--- config.mk ---
export PLATFORM = sky130hd
export DESIGN_NAME = frame_strobe_gen_flat
export DESIGN_NICKNAME = d
export VERILOG_FILES = /design/src/rtl/frame_strobe_gen_if.sv /design/src/rtl/frame_strobe_gen.sv /design/src/flat_wrapper.sv
export SDC_FILE = /design/constraint.sdc
export NUM_CORES = 1
export LEC_CHECK = 0
export ABC_AREA = 1
export CORE_ASPECT_RATIO = 1.75
export CORE_MARGIN = 2
export CORE_UTILIZATION = 45
export DETAILED_ROUTE_END_ITERATION = 6
export PLACE_DENSITY = 0.73
export SLEW_MARGIN = 10
export SYNTH_ARGS = -nofsm -noshare
export SYNTH_HDL_FRONTEND = slang
export SYNTH_SLANG_ARGS = --single-unit
--- constraint.sdc ---
create_clock -name CLK -period 15.6 [get_ports CLK]
set_input_delay 2.34 -clock CLK [delete_from_list [all_inputs] [get_ports CLK]]
set_output_delay 2.34 -clock CLK [all_outputs]
set_load 0.03 [all_outputs]
--- src/rtl/frame_strobe_gen_if.sv ---
// Configuration word stream into the frame strobe driver: 32-bit word with valid/ready handshake.
interface frame_strobe_gen_if;
  logic [31:0] s_data;
  logic        s_valid;
  logic        s_ready;

  modport master (output s_data, output s_valid, input s_ready);
  modport slave  (input s_data, input s_valid, output s_ready);
endinterface

--- src/rtl/frame_strobe_gen.sv ---
// Assembles a header plus NumRows data words into FrameData, then pulses one FrameStrobe line
// for StrobeCycles cycles followed by a one-cycle gap; input is stalled (s_ready low) while strobing.
module frame_strobe_gen #(
  parameter int MaxFramesPerCol = 36,
  parameter int FrameBitsPerRow = 32,
  parameter int NumRows         = 4,
  parameter int NumCols         = 8,
  parameter int StrobeCycles    = 2
) (
  input  logic                                CLK,
  input  logic                                reset,
  frame_strobe_gen_if.slave                   cfg,
  output logic [NumRows*FrameBitsPerRow-1:0]  FrameData,
  output logic [NumCols*MaxFramesPerCol-1:0]  FrameStrobe,
  output logic                                busy,
  output logic                                err_hdr,
  output logic [15:0]                         frames_done
);

  localparam int RW = (NumRows > 1) ? $clog2(NumRows) : 1;
  localparam int CW = (NumCols > 1) ? $clog2(NumCols) : 1;
  localparam int FW = (MaxFramesPerCol > 1) ? $clog2(MaxFramesPerCol) : 1;
  localparam int NS = NumCols * MaxFramesPerCol;
  localparam int IW = (NS > 1) ? $clog2(NS) : 1;

  typedef enum logic [1:0] {HDR, DATA, STROBE, GAP} state_t;

  state_t                                 state;
  logic [NumRows-1:0][FrameBitsPerRow-1:0] rows;
  logic [RW-1:0]                          row_q;
  logic [CW-1:0]                          col_q;
  logic [FW-1:0]                          frame_q;
  logic [3:0]                             scnt;

  logic        accept;
  logic [15:0] hdr_magic;
  logic [7:0]  hdr_col;
  logic [7:0]  hdr_frame;
  logic        hdr_ok;
  logic [IW-1:0] strobe_idx;
  logic [NS-1:0] strobe_onehot;

  assign accept    = cfg.s_valid && cfg.s_ready;
  assign hdr_magic = cfg.s_data[31:16];
  assign hdr_col   = cfg.s_data[15:8];
  assign hdr_frame = cfg.s_data[7:0];
  assign hdr_ok    = (hdr_magic == 16'hFAB0) &&
                     (32'(hdr_col) < NumCols) &&
                     (32'(hdr_frame) < MaxFramesPerCol);

  assign FrameData = rows;

  // Strobe line is decoded from the latched header so the pulse has no path from the input bus.
  always_comb begin
    strobe_idx    = IW'(col_q) * IW'(MaxFramesPerCol) + IW'(frame_q);
    strobe_onehot = '0;
    strobe_onehot[strobe_idx] = 1'b1;
  end

  always_ff @(posedge CLK or posedge reset) begin
    if (reset) begin
      state       <= HDR;
      cfg.s_ready <= 1'b0;
      rows        <= '0;
      FrameStrobe <= '0;
      busy        <= 1'b0;
      err_hdr     <= 1'b0;
      frames_done <= 16'd0;
      row_q       <= '0;
      col_q       <= '0;
      frame_q     <= '0;
      scnt        <= 4'd0;
    end else begin
      err_hdr <= 1'b0;
      case (state)
        HDR: begin
          cfg.s_ready <= 1'b1;
          if (accept) begin
            if (hdr_ok) begin
              col_q   <= CW'(hdr_col);
              frame_q <= FW'(hdr_frame);
              row_q   <= '0;
              busy    <= 1'b1;
              state   <= DATA;
            end else begin
              err_hdr <= 1'b1;
            end
          end
        end
        DATA: begin
          if (accept) begin
            rows[row_q] <= cfg.s_data;
            if (row_q == RW'(NumRows - 1)) begin
              state       <= STROBE;
              cfg.s_ready <= 1'b0;
              FrameStrobe <= strobe_onehot;
              scnt        <= 4'd0;
            end else begin
              row_q <= row_q + 1'b1;
            end
          end
        end
        STROBE: begin
          if (scnt == 4'(StrobeCycles - 1)) begin
            state       <= GAP;
            FrameStrobe <= '0;
            frames_done <= frames_done + 16'd1;
          end else begin
            scnt <= scnt + 4'd1;
          end
        end
        GAP: begin
          state       <= HDR;
          cfg.s_ready <= 1'b1;
          busy        <= 1'b0;
        end
        default: state <= HDR;
      endcase
    end
  end

endmodule

--- src/flat_wrapper.sv ---
// flat-port wrapper written by rule: the top's interface ports become plain ports
module frame_strobe_gen_flat 
#(
  parameter int MaxFramesPerCol = 36,
  parameter int FrameBitsPerRow = 32,
  parameter int NumRows         = 4,
  parameter int NumCols         = 8,
  parameter int StrobeCycles    = 2
)
  (CLK, reset, FrameData, FrameStrobe, busy, err_hdr, frames_done, cfg_s_data, cfg_s_valid, cfg_s_ready);
  frame_strobe_gen_if cfg_i ();
  input  logic CLK;
  input  logic reset;
  output logic [NumRows*FrameBitsPerRow-1:0] FrameData;
  output logic [NumCols*MaxFramesPerCol-1:0] FrameStrobe;
  output logic busy;
  output logic err_hdr;
  output logic [15:0] frames_done;
  input wire logic [$bits(cfg_i.s_data)-1:0] cfg_s_data;
  input wire logic [$bits(cfg_i.s_valid)-1:0] cfg_s_valid;
  output wire logic [$bits(cfg_i.s_ready)-1:0] cfg_s_ready;
  assign cfg_i.s_data = cfg_s_data;
  assign cfg_i.s_valid = cfg_s_valid;
  assign cfg_s_ready = cfg_i.s_ready;
  frame_strobe_gen #(.MaxFramesPerCol(MaxFramesPerCol), .FrameBitsPerRow(FrameBitsPerRow), .NumRows(NumRows), .NumCols(NumCols), .StrobeCycles(StrobeCycles)) u_core (.CLK(CLK), .reset(reset), .cfg(cfg_i), .FrameData(FrameData), .FrameStrobe(FrameStrobe), .busy(busy), .err_hdr(err_hdr), .frames_done(frames_done));
endmodule
After elaboration in Yosys (flattened, before gate mapping)

Index checks and enable logic that the tools add are counted.

Add/subtract/negate cells: 4
$mul: 1
Magnitude comparators: 6
Equality and inequality tests: 13
Mux-type cells: 33
Reduce and logical (&&, ||, !) cells: 20

Operators with widths:

| kind                                                                                | number |
|---|---|
| 288-bit 2-to-1 mux                                                                  | 3 |
| 288-bit one-hot mux with 2 select lines                                             | 1 |
| 128-bit bitwise mux                                                                 | 1 |
| 32-bit demux with 2-bit select                                                      | 1 |
| 32-bit 2-to-1 mux                                                                   | 1 |
| 2-bit 2-to-1 mux                                                                    | 9 |
| 16-bit by 1-bit adder with 16-bit output, second input constant                     | 1 |
| 16-bit == test, second input constant                                               | 1 |
| 4-bit 2-to-1 mux                                                                    | 3 |
| 9-bit by 10-bit less-than comparator with 1-bit output, second input constant       | 1 |
| 2-bit by 1-bit != test with 1-bit output, second input constant                     | 5 |
| 5-bit AND reduction                                                                 | 2 |
| 9-bit by 6-bit adder with 9-bit output                                              | 1 |
| 1-bit demux with 9-bit select                                                       | 1 |
| 9-bit by 1-bit greater-or-equal comparator with 1-bit output, second input constant | 1 |
| 3-bit AND reduction                                                                 | 3 |
| 8-bit by 4-bit less-than comparator with 1-bit output, second input constant        | 1 |
| 8-bit by 6-bit less-than comparator with 1-bit output, second input constant        | 1 |
| 1-bit 2-to-1 mux                                                                    | 8 |
| 2-bit one-hot mux with 4 select lines                                               | 1 |
| 4-bit one-hot mux with 2 select lines                                               | 1 |
| 4-bit AND reduction                                                                 | 2 |
| 2-bit nonzero test                                                                  | 4 |
| 3-bit by 4-bit multiplier with 7-bit output, second input constant                  | 1 |
| 14 further kinds                                                                    | 23 |

Register bits: 452
Input bits: 35
Output and inout port bits: 435
Logic and storage cells: 91

Logic depth before layout (Yosys ltp)

Gate-level depths: netlist of run 1.

Depth in word-level cells: 9
Gate-level depth with buffers: 12

Worst setup path after synthesis of run 1

OpenSTA, ideal clock, no wires.

Kind: input -> register
Start point: input cfg_s_valid
End point: register u_core.FrameStrobe[130]
Arrival: 3.551 ns
Data required time: 15.534 ns
Setup slack: 11.983 ns
Stages on the path: 10
Buffers on the path: 3
Path through: nand2_1 > inv_1 > nand2_1 > o21ai_4 > nand2_1 > buf_2 > buf_2 > clkbuf_1 > nand2_1 > nand2_1

Word-level cells in the longest chain between the ends: 3

RTL lines:

| element                                                   | RTL line               | RTL |
|---|---|---|
| start, declared                                           | flat_wrapper.sv:20     | `input wire logic [$bits(cfg_i.s_valid)-1:0] cfg_s_valid;` |
| 1-bit logical AND                                         | frame_strobe_gen.sv:43 | `assign accept = cfg.s_valid && cfg.s_ready;` |
| 2-bit by 1-bit != test with 1-bit output (no source line) | --                     |  |
| 4-bit AND reduction (no source line)                      | --                     |  |
| end signal, assigned                                      | frame_strobe_gen.sv:96 | `FrameStrobe <= strobe_onehot;` |
| end, declared                                             | frame_strobe_gen.sv:14 | `output logic [NumCols*MaxFramesPerCol-1:0] FrameStrobe,` |

No other way between the ends.
A chain may end at the register's enable or synchronous reset.

Worst setup path in the final report of run 1

Start point: input cfg_s_valid
End point: register u_core.FrameStrobe[206]

The elaborated chain is that of the path after synthesis.

==> results of run 1 <==
metrics by stage:
step | total power, µW | cells | cell area, µm² | worst slack, ps
6_report | 3260 | 2983 | 24900 | 10260
5_1_grt | 3400 | 2983 | 24900 | 9950
4_1_cts | 3280 | 2983 | 24900 | 10360
3_5_place_dp | 2200 | 2909 | 23500 | 9860
3_3_place_gp | 2180 | 2909 | 23500 | 9860
2_1_floorplan | 1870 | 2019 | 18600 | 661
kinds of logic (layout without fill, tap and decap cells):
kind of cell             after synthesis  count (layout)
AO/OA/AOI/OAI                        150             150
multiplexers                           1               1
buffers and inverters                229             643
adder cells (fa/ha/maj)               16              16
XOR/XNOR                              14              14
AND/OR/NAND/NOR                     1157            1157
flip-flops                           452             452
worst paths after layout:
kind,startpoint,end,slack [ps],cells past startpoint
max,cfg_s_valid,u_core.FrameStrobe[206]$_DFFE_PP0P_,10260,9
max in group asynchronous,reset,u_core.frames_done[8]$_DFFE_PP0P_,10880,4
min,u_core.FrameStrobe[114]$_DFFE_PP0P_,u_core.FrameStrobe[114]$_DFFE_PP0P_,480,2
max reg2reg,u_core.state[1]$_DFFE_PP0P_,u_core.FrameStrobe[206]$_DFFE_PP0P_,11820,10
min in group asynchronous,reset,u_core.FrameStrobe[52]$_DFFE_PP0P_,2340,2
min reg2reg,u_core.FrameStrobe[114]$_DFFE_PP0P_,u_core.FrameStrobe[114]$_DFFE_PP0P_,480,2
synth_stat cells, drive strengths merged:
master / count
a211oi: 1
a21oi: 15
buf: 72
clkbuf: 83
dfrtp: 452
fa: 1
ha: 15
inv: 74
mux2i: 1
nand2: 808
nand3: 22
nand3b: 1
nand4: 263
nor2: 53
nor3: 9
o21ai: 132
o22ai: 2
or2: 1
xnor2: 5
xor2: 9
layout make-up:
cell class | instances | area share
clock inverter | 20 | 0.00939
sequential | 452 | 0.454
timing repair buffer | 495 | 0.197
multi-input combinational | 1338 | 0.252
clock buffer | 54 | 0.0485
tap | 550 | 0.0276
inverter | 74 | 0.0116
layer usage:
metal / track usage / part of all wire / routed length, µm
met1: 0.347 / 0.37 / 22600
met2: 0.471 / 0.50 / 30300
met3: 0.0565 / 0.084 / 5120
met4: 0.118 / 0.045 / 2740
met5: 0 / 0 / 0
registers in the layout, indices dropped and copies added (netlist names), 2 cells and up:
signal / flops
u_core.FrameStrobe: 288
u_core.FrameData: 128
u_core.frames_done: 16
u_core.frame_q: 6
u_core.scnt: 4
u_core.col_q: 3
u_core.row_q: 2
u_core.state: 2
power groups by stage:
stage	combinational, µW	clock (µW)	sequential [µW]
floorplan	271	0	1600
CTS	824	1090	1360
detailed placement	820	0	1380
finish	822	1080	1370
global route	881	1140	1380
global placement	807	0	1380
critical path: cells and delay by family:
kind | cells | cell delay (ps)
AND/OR/NAND/NOR | 5 | 1780
AO/OA/AOI/OAI | 1 | 220
buffers and inverters | 3 | 1210
==> impl_metrics.tcl, run 1 <==
set metrics [dict create \
    cts_hold_buf 0 \
    final_util 0.610 \
    finalMaxSlewViolations 0 \
    multi_input_comb_area_um2 6290 \
    critPathLaunchType "primary input" \
    switchingPower_uw 1070 \
    layout_commonest_cell "nand2_1" \
    row_count 98 \
    io_buffer_count 469 \
    synthTopCellsByArea "dfrtp_1 61%, nand2_1 16%, nand4_1 8.9%" \
    ioPinCount 470 \
    post_cts_resized 0 \
    setup_viol 0 \
    place_congestion 0.827 \
    netlist-cell-type-count 31 \
    numCtsBuffers 42 \
    drive_above_1_share 0.0555 \
    cpPeakStageDelay_ps 790 \
    p_per_area_nw_per_um2 131 \
    grtUsageTotal 0.279 \
    syn_avg_cell_area_um2 9.20 \
    synth_seq_cells 452 \
    leakagePower_uw 0.0123 \
    clock_skew_ps 20.9 \
    path_cells "clkdlybuf4s50_1, nand2_1, inv_1, nand2_2, o21ai_4, nand2_4, buf_12, nand2_1, nand2_1" \
    clkPwrFrac 0.330 \
    fillers 3443 \
    yosys_warnings 0 \
    ys_seq_area_frac 0.609 \
    vias_per_cell 5.47 \
    drc_errors 0 \
    fp.dieH_um 273 \
    post_drt_wl_per_cell_um 20.4 \
    slowest_stage "nand2_2" \
    synthXorXnorAreaFrac 0.00701 \
    fp.dieArea_um2 43000 \
    grt_antenna_before_repair 0 \
    nets 2454 \
    synthAdderAreaFrac 0.0112 \
    synthesis.nets 2070 \
    hp-class "register to register" \
    grt_pass1_wl_um 93100 \
    netlist_instances 2019 \
    max-slew-margin-rel 0.122 \
    postCtsSetupRepairBufs 0 \
    diodes 0 \
    critPathMostFrequentCell "nand2_1" \
    synth_top_family_by_area "simple AND/OR/NAND/NOR gates" \
    synth_compound_area_frac 0.0413 \
    worstSetupPathType "primary input to register" \
    netlist_area_um2 18600 \
    layout_common_cells "801 x nand2_1, 469 x clkdlybuf4s50_1, 452 x dfrtp_1, 263 x nand4_1, 131 x o21ai_0" \
    synth_top_area_frac 0.609 \
    peakVddDrop_mv 0.132 \
    synthMuxAreaShare 0.000539 \
    tightest_slew_ps 1310 \
    clkLatencyLatePin_ps 550 \
    cts-root-buf "clkbuf_16" \
    cts_tree "done" \
    drt-initial-drc-count 1625 \
    gr-total-overflow 0 \
    finalSetupTns_ps 0 \
    clock_sinks 452 \
    die_w_um 158 \
    cp.arrival_ps 5820 \
    fin_crit_ps 5340 \
    crit_path_end_kind "register" \
    yosysTopAreaCell "dfrtp_1" \
    grt_max_degree 232 \
    path_clk_slew_ps 60 \
    maxCapViolCount 0 \
    regArea_um2 11300 \
    cp_max_fo 231 \
    dr_total_vias 16327 \
    grt_pass1_vias 15801 \
    rsz0062_at_grt "false" \
    hold_viol 0 \
    synth_simple_gate_area_share 0.276 \
    wirelength_um 60800 \
    cp_data_required_time_ps 16080 \
    start_util 0.455 \
    dp.final_hpwl_um 39400 \
    period_share 0.342 \
    firstDrtPassIters 6 \
    postRouteAntennaNets 0 \
    fmax_mhz 187 \
    status "completed" \
    hold_slack_ps 477 \
    max-clock-path-buffers 3 \
    h-tree-depth 2 \
    pwr-share-comb 0.252 \
    area_delta_synth_final_pct 34.2 \
    p_seq_frac 0.418 \
    p_int_uw 2200 \
    core_region_area_um2 40800 \
    swShare 0.327 \
]
No activity file was read; power rests on OpenSTA's default activity.
==> inputs of run 2 (changes only) <==
--- a/config.mk
+++ b/config.mk
@@ -8,9 +8,9 @@
 export ABC_AREA = 1
 export CORE_ASPECT_RATIO = 1.75
 export CORE_MARGIN = 2
-export CORE_UTILIZATION = 45
+export CORE_UTILIZATION = 49
 export DETAILED_ROUTE_END_ITERATION = 6
-export PLACE_DENSITY = 0.73
+export PLACE_DENSITY = 0.76
 export SLEW_MARGIN = 10
 export SYNTH_ARGS = -nofsm -noshare
 export SYNTH_HDL_FRONTEND = slang
==> constraint.sdc (replaced) <==
create_clock -name CLK -period 5 [get_ports CLK]
set_input_delay 0.75 -clock CLK [delete_from_list [all_inputs] [get_ports CLK]]
set_output_delay 0.75 -clock CLK [all_outputs]
set_load 0.03 [all_outputs]
==> run 2 against run 1 <==
Flip-flop and latch count stayed put. Clock power grew to 3.0 times the previous value. Wire length fell by 0.20%. Die area fell by 8.0%. Utilization is 5.0 points higher. First-iteration DRC count down 11%. Final cell count fell by 2.3%. Global-route usage increased by 2.6 points. Clock skew is essentially flat. Worst setup slack worse by 8500 ps. Sequential share of layout area increased by 0.25 points. Critical path type is now register to register. Largest power group unchanged.
==> impl_metrics.tcl, run 2 (synthesis results as in run 1) <==
set metrics [dict create \
    status "completed" \
    finalSetupTns_ps 0 \
    rsz0062_at_grt "false" \
    worstSetupPathType "register to register" \
    core_region_area_um2 37500 \
    cts_tree "done" \
    fmax_mhz 306 \
    path_clk_slew_ps 80 \
    grt_pass1_wl_um 93100 \
    layout_common_cells "801 x nand2_1, 469 x clkdlybuf4s50_1, 452 x dfrtp_1, 263 x nand4_1, 131 x o21ai_0" \
    postCtsSetupRepairBufs 0 \
    dr_total_vias 16561 \
    fillers 2911 \
    grt_antenna_before_repair 0 \
    regArea_um2 11300 \
    grtUsageTotal 0.304 \
    nets 2456 \
    cp_top_family "simple AND/OR/NAND/NOR gates" \
    maxCapViolCount 0 \
    largest_reg_flops 288 \
    crit_buf_inv 2 \
    slowest_stage "nor2_4" \
    critPathLaunchType "register" \
    hold_viol 0 \
    wirelength_um 60700 \
    tightest_slew_ps 1320 \
    multi_input_comb_area_um2 6280 \
    p_per_area_nw_per_um2 405 \
    hold_slack_ps 477 \
    cts_hold_buf 0 \
    place_congestion 0.830 \
    clkLatencyLatePin_ps 550 \
    crit-reg2reg-launch "u_core.frame_q[2]$_DFFE_PP0P_" \
    crit_path_end_kind "register" \
    path_cells "ha_1, fa_1, nand3_1, nand3_1, nand2_1, inv_4, nor2_4, buf_4, nand4_1, nand2_1" \
    cp_data_required_time_ps 5480 \
    drc_errors 0 \
    min_from "u_core.FrameStrobe[43]$_DFFE_PP0P_" \
    leakagePower_uw 0.0122 \
    numCtsBuffers 40 \
    layout_commonest_cell "nand2_1" \
    vias_per_cell 5.68 \
    post_drt_wl_per_cell_um 20.8 \
    drive_above_1_share 0.0542 \
    fp.dieH_um 262 \
    start_util 0.495 \
    clock_sinks 452 \
    clock_skew_ps 21.3 \
    fin_crit_ps 3270 \
    diodes 0 \
    max-slew-margin-rel 0.116 \
    hp-class "register to register" \
    crit_start "u_core.frame_q[2]$_DFFE_PP0P_" \
    ioPinCount 470 \
    period_share 0.654 \
    setup_viol 0 \
    postRouteAntennaNets 0 \
    finalMaxSlewViolations 0 \
    cp_max_fo 48 \
    area_delta_synth_final_pct 33.5 \
    drt-initial-drc-count 1452 \
    cp.arrival_ps 3750 \
    fp.dieArea_um2 39500 \
    firstDrtPassIters 5 \
    io_buffer_count 469 \
    peakVddDrop_mv 0.426 \
    cpPeakStageDelay_ps 690 \
    post_cts_resized 0 \
    h-tree-depth 2 \
    cts-root-buf "clkbuf_16" \
    row_count 94 \
    grt_pass1_vias 16137 \
    rrSetupSlack_ps 1730 \
    gr-total-overflow 0 \
    die_w_um 151 \
    grt_max_degree 158 \
    dp.final_hpwl_um 39200 \
    max-clock-path-buffers 3 \
    largest-register "u_core.FrameStrobe" \
]
[run 2: final timing paths]
path                                                            end  depth (start not counted)
worst max-delay path            u_core.FrameStrobe[134]$_DFFE_PP0P_                         10
worst min-delay path             u_core.FrameStrobe[43]$_DFFE_PP0P_                          2
worst max register to register  u_core.FrameStrobe[134]$_DFFE_PP0P_                         10
worst min register to register   u_core.FrameStrobe[43]$_DFFE_PP0P_                          2
max in group asynchronous       u_core.FrameStrobe[160]$_DFFE_PP0P_                          3
min in group asynchronous       u_core.FrameStrobe[263]$_DFFE_PP0P_                          2
[run 2: routing by layer]
metal / track usage / routed length [µm] / vias to the layer above
met3: 0.0681 / 5870 / 168
met4: 0.162 / 3570 / 0
met2: 0.500 / 29600 / 921
met1: 0.374 / 21600 / 8049
li1: - / - / 7423
met5: 0 / 0 / -
[run 2: per-stage QoR]
step	utilization	std cells	setup slack, ps	cell area (µm²)	power (µW)
6_report	0.661	2915	1730	24800	10000
5_1_grt	0.661	2915	1510	24800	10500
4_1_cts	0.661	2915	1710	24800	10100
3_5_place_dp	0.625	2843	1710	23400	6870
3_3_place_gp	0.625	2843	1760	23400	6810
2_1_floorplan	-	2019	-1860	18600	5830
[run 2: layout make-up]
class / instances / share of cell area
clock buffer: 55 / 0.0468
clock inverter: 17 / 0.00762
inverter: 74 / 0.0115
multi-input combinational: 1338 / 0.253
sequential: 452 / 0.456
tap: 480 / 0.0242
timing repair buffer: 499 / 0.200
[run 2: worst min-delay path, cell delays in order, from the launching register on]
cell and delay, ps:
dfrtp_1 340, nand2_1 50, nand2_1 50
[run 2: report_power, final]
group	switching (µW)	internal (µW)
Clock	1410	1790
Sequential	233	4030
Combinational	1710	854
Total	3350	6680
==> inputs of run 3 (changes only) <==
--- a/config.mk
+++ b/config.mk
@@ -8,9 +8,9 @@
 export ABC_AREA = 1
 export CORE_ASPECT_RATIO = 1.75
 export CORE_MARGIN = 2
-export CORE_UTILIZATION = 49
+export CORE_UTILIZATION = 45
 export DETAILED_ROUTE_END_ITERATION = 6
-export PLACE_DENSITY = 0.76
+export PLACE_DENSITY = 0.73
 export SLEW_MARGIN = 10
 export SYNTH_ARGS = -nofsm -noshare
 export SYNTH_HDL_FRONTEND = slang
==> constraint.sdc (replaced) <==
create_clock -name CLK -period 2.8 [get_ports CLK]
set_input_delay 0.42 -clock CLK [delete_from_list [all_inputs] [get_ports CLK]]
set_output_delay 0.42 -clock CLK [all_outputs]
set_load 0.03 [all_outputs]
==> run 3 against run 2 <==
Total power up 80%. Non-clock buffer count up 30. Wire length up 1.5%. Sequential share of layout area down 1.0 points. Critical endpoint is now u_core.FrameStrobe[9]$_DFFE_PP0P_. Critical path type unchanged. Count of clock-buffer cells in the layout up 3. Via count down 0.54%.
==> impl_metrics.tcl, run 3 (synthesis results as in run 1) <==
set metrics [dict create \
    fin_crit_ps 2430 \
    clkLatencyLatePin_ps 560 \
    largest-register "u_core.FrameStrobe" \
    cts-root-buf "clkbuf_16" \
    dp.final_hpwl_um 40500 \
    clock_sinks 452 \
    fp.dieH_um 273 \
    finalSetupTns_ps 0 \
    rsz0062_at_grt "false" \
    leakagePower_uw 0.0125 \
    grtUsageTotal 0.283 \
    h-tree-depth 2 \
    slowest_stage "fa_1" \
    cpPeakStageDelay_ps 440 \
    met2_length_um 30200 \
    ioPinCount 470 \
    final_util 0.621 \
    postRouteAntennaNets 0 \
    hold_viol 0 \
    critPathLaunchType "register" \
    max-clock-path-buffers 3 \
    maxCapViolCount 0 \
    path_clk_slew_ps 60 \
    period_share 0.869 \
    wirelength_um 61600 \
    setup_viol 0 \
    dr.max_layer_used "met4" \
    nets 2489 \
    fmax_mhz 411 \
    clock_skew_ps 17.6 \
    largest_reg_flops 288 \
    grt_max_degree 138 \
    io_buffer_count 469 \
    drt-initial-drc-count 1391 \
    postLayoutCellArea_um2 25400 \
    place_area_um2 24000 \
    grt_pass1_wl_um 94800 \
    drc_errors 0 \
    cp_max_fo 36 \
    vias_per_cell 5.46 \
    layout_common_cells "801 x nand2_1, 469 x clkdlybuf4s50_1, 452 x dfrtp_1, 263 x nand4_1, 131 x o21ai_0" \
    path_cells "ha_1, fa_1, nand3_1, nand3_1, nand2_1, inv_4, nor2_4, buf_4, nand4_1, nand2_1" \
    place_congestion 0.869 \
    cts_tree "done" \
    cp.arrival_ps 2910 \
    status "completed" \
    max-slew-margin-rel 0.564 \
    start_util 0.455 \
    layout_commonest_cell "nand2_1" \
    cp_data_required_time_ps 3280 \
    diodes 0 \
    crit_path_end_kind "register" \
    area_delta_synth_final_pct 36.6 \
    peakVddDrop_mv 0.767 \
    numCtsBuffers 43 \
    finalPower_uw 18000 \
    grt_antenna_before_repair 0 \
    gr-total-overflow 0 \
    dr_total_vias 16471 \
    grt_pass1_vias 16355 \
    p_per_area_nw_per_um2 710 \
    wl_met1_um 22100 \
    post_drt_wl_per_cell_um 20.4 \
    tightest_slew_ps 654 \
    core_region_area_um2 40800 \
    hp-class "primary input to asynchronous set/reset pin" \
    die_w_um 158 \
    wl_met3_um 5710 \
    row_count 98 \
    cts_hold_buf 0 \
    drive_above_1_share 0.0669 \
    firstDrtPassIters 6 \
    finalMaxSlewViolations 0 \
    postCtsSetupRepairBufs 0 \
    hold_slack_ps 459 \
    fp.dieArea_um2 43000 \
    post_cts_resized 0 \
    worstSetupPathType "register to register" \
]
==> run 3: cell count changes in the layout (fill, tap and decap cells not counted) <==
cell | previous run | this run
buf_12 | 3 | 22
buf_4 | 27 | 38
clkbuf_8 | 6 | 9
bufinv_16 | 3 | 1
clkbuf_1 | 7 | 5
clkbuf_16 | 42 | 44
clkinv_4 | 2 | 0
clkinvlp_4 | 5 | 3
inv_6 | 0 | 2
clkinv_2 | 8 | 9
clkinv_8 | 1 | 2
==> run 3: worst max-delay path, delay by kind of cell, from the launching register on <==
family	cells	cell delay [ps]
buffers and inverters	2	510
flip-flops	1	390
adder cells (fa/ha/maj)	2	670
AND/OR/NAND/NOR	6	750
==> run 3: power breakdown <==
group / switching [µW] / total [µW] / internal [µW]
logic: 3070 / 4680 / 1600
clock network: 2510 / 5720 / 3220
registers: 407 / 7610 / 7200
total: 5990 / 18000 / 12000
==> run 3: per-layer routing <==
layer,global-route usage,vias to the layer above
met5,0,-
li1,-,7486
met2,0.475,858
met4,0.139,0
met1,0.338,7954
met3,0.0707,173
==> run 3: final timing paths <==
path	startpoint	end	slack, ps	depth (start not counted)
setup / recovery	u_core.frame_q[2]$_DFFE_PP0P_	u_core.FrameStrobe[9]$_DFFE_PP0P_	370	10
hold / removal	reset	u_core.FrameStrobe[274]$_DFFE_PP0P_	460	3
setup reg to reg	u_core.frame_q[2]$_DFFE_PP0P_	u_core.FrameStrobe[9]$_DFFE_PP0P_	370	10
hold reg to reg	u_core.FrameStrobe[261]$_DFFE_PP0P_	u_core.FrameStrobe[261]$_DFFE_PP0P_	480	2
max in group asynchronous	reset	u_core.FrameData[84]$_DFFE_PP0P_	1740	4
min in group CLK	u_core.FrameStrobe[261]$_DFFE_PP0P_	u_core.FrameStrobe[261]$_DFFE_PP0P_	480	2
==> run 3: final cells by class <==
class / count / area [µm²]
Clock buffer: 58 / 1240
Clock inverter: 15 / 135
Fill cell: 3364 / 15500
Inverter: 74 / 285
Multi-Input combinational cell: 1338 / 6280
Sequential cell: 452 / 11300
Tap cell: 550 / 688
Timing Repair Buffer: 529 / 5420
==> run 3: through the flow <==
step | cells | worst slack [ps]
finish | 3016 | 366
global route | 3016 | 215
CTS | 3016 | 363
detailed placement | 2943 | 401
global placement | 2943 | 485
floorplan | 2019 | -3730
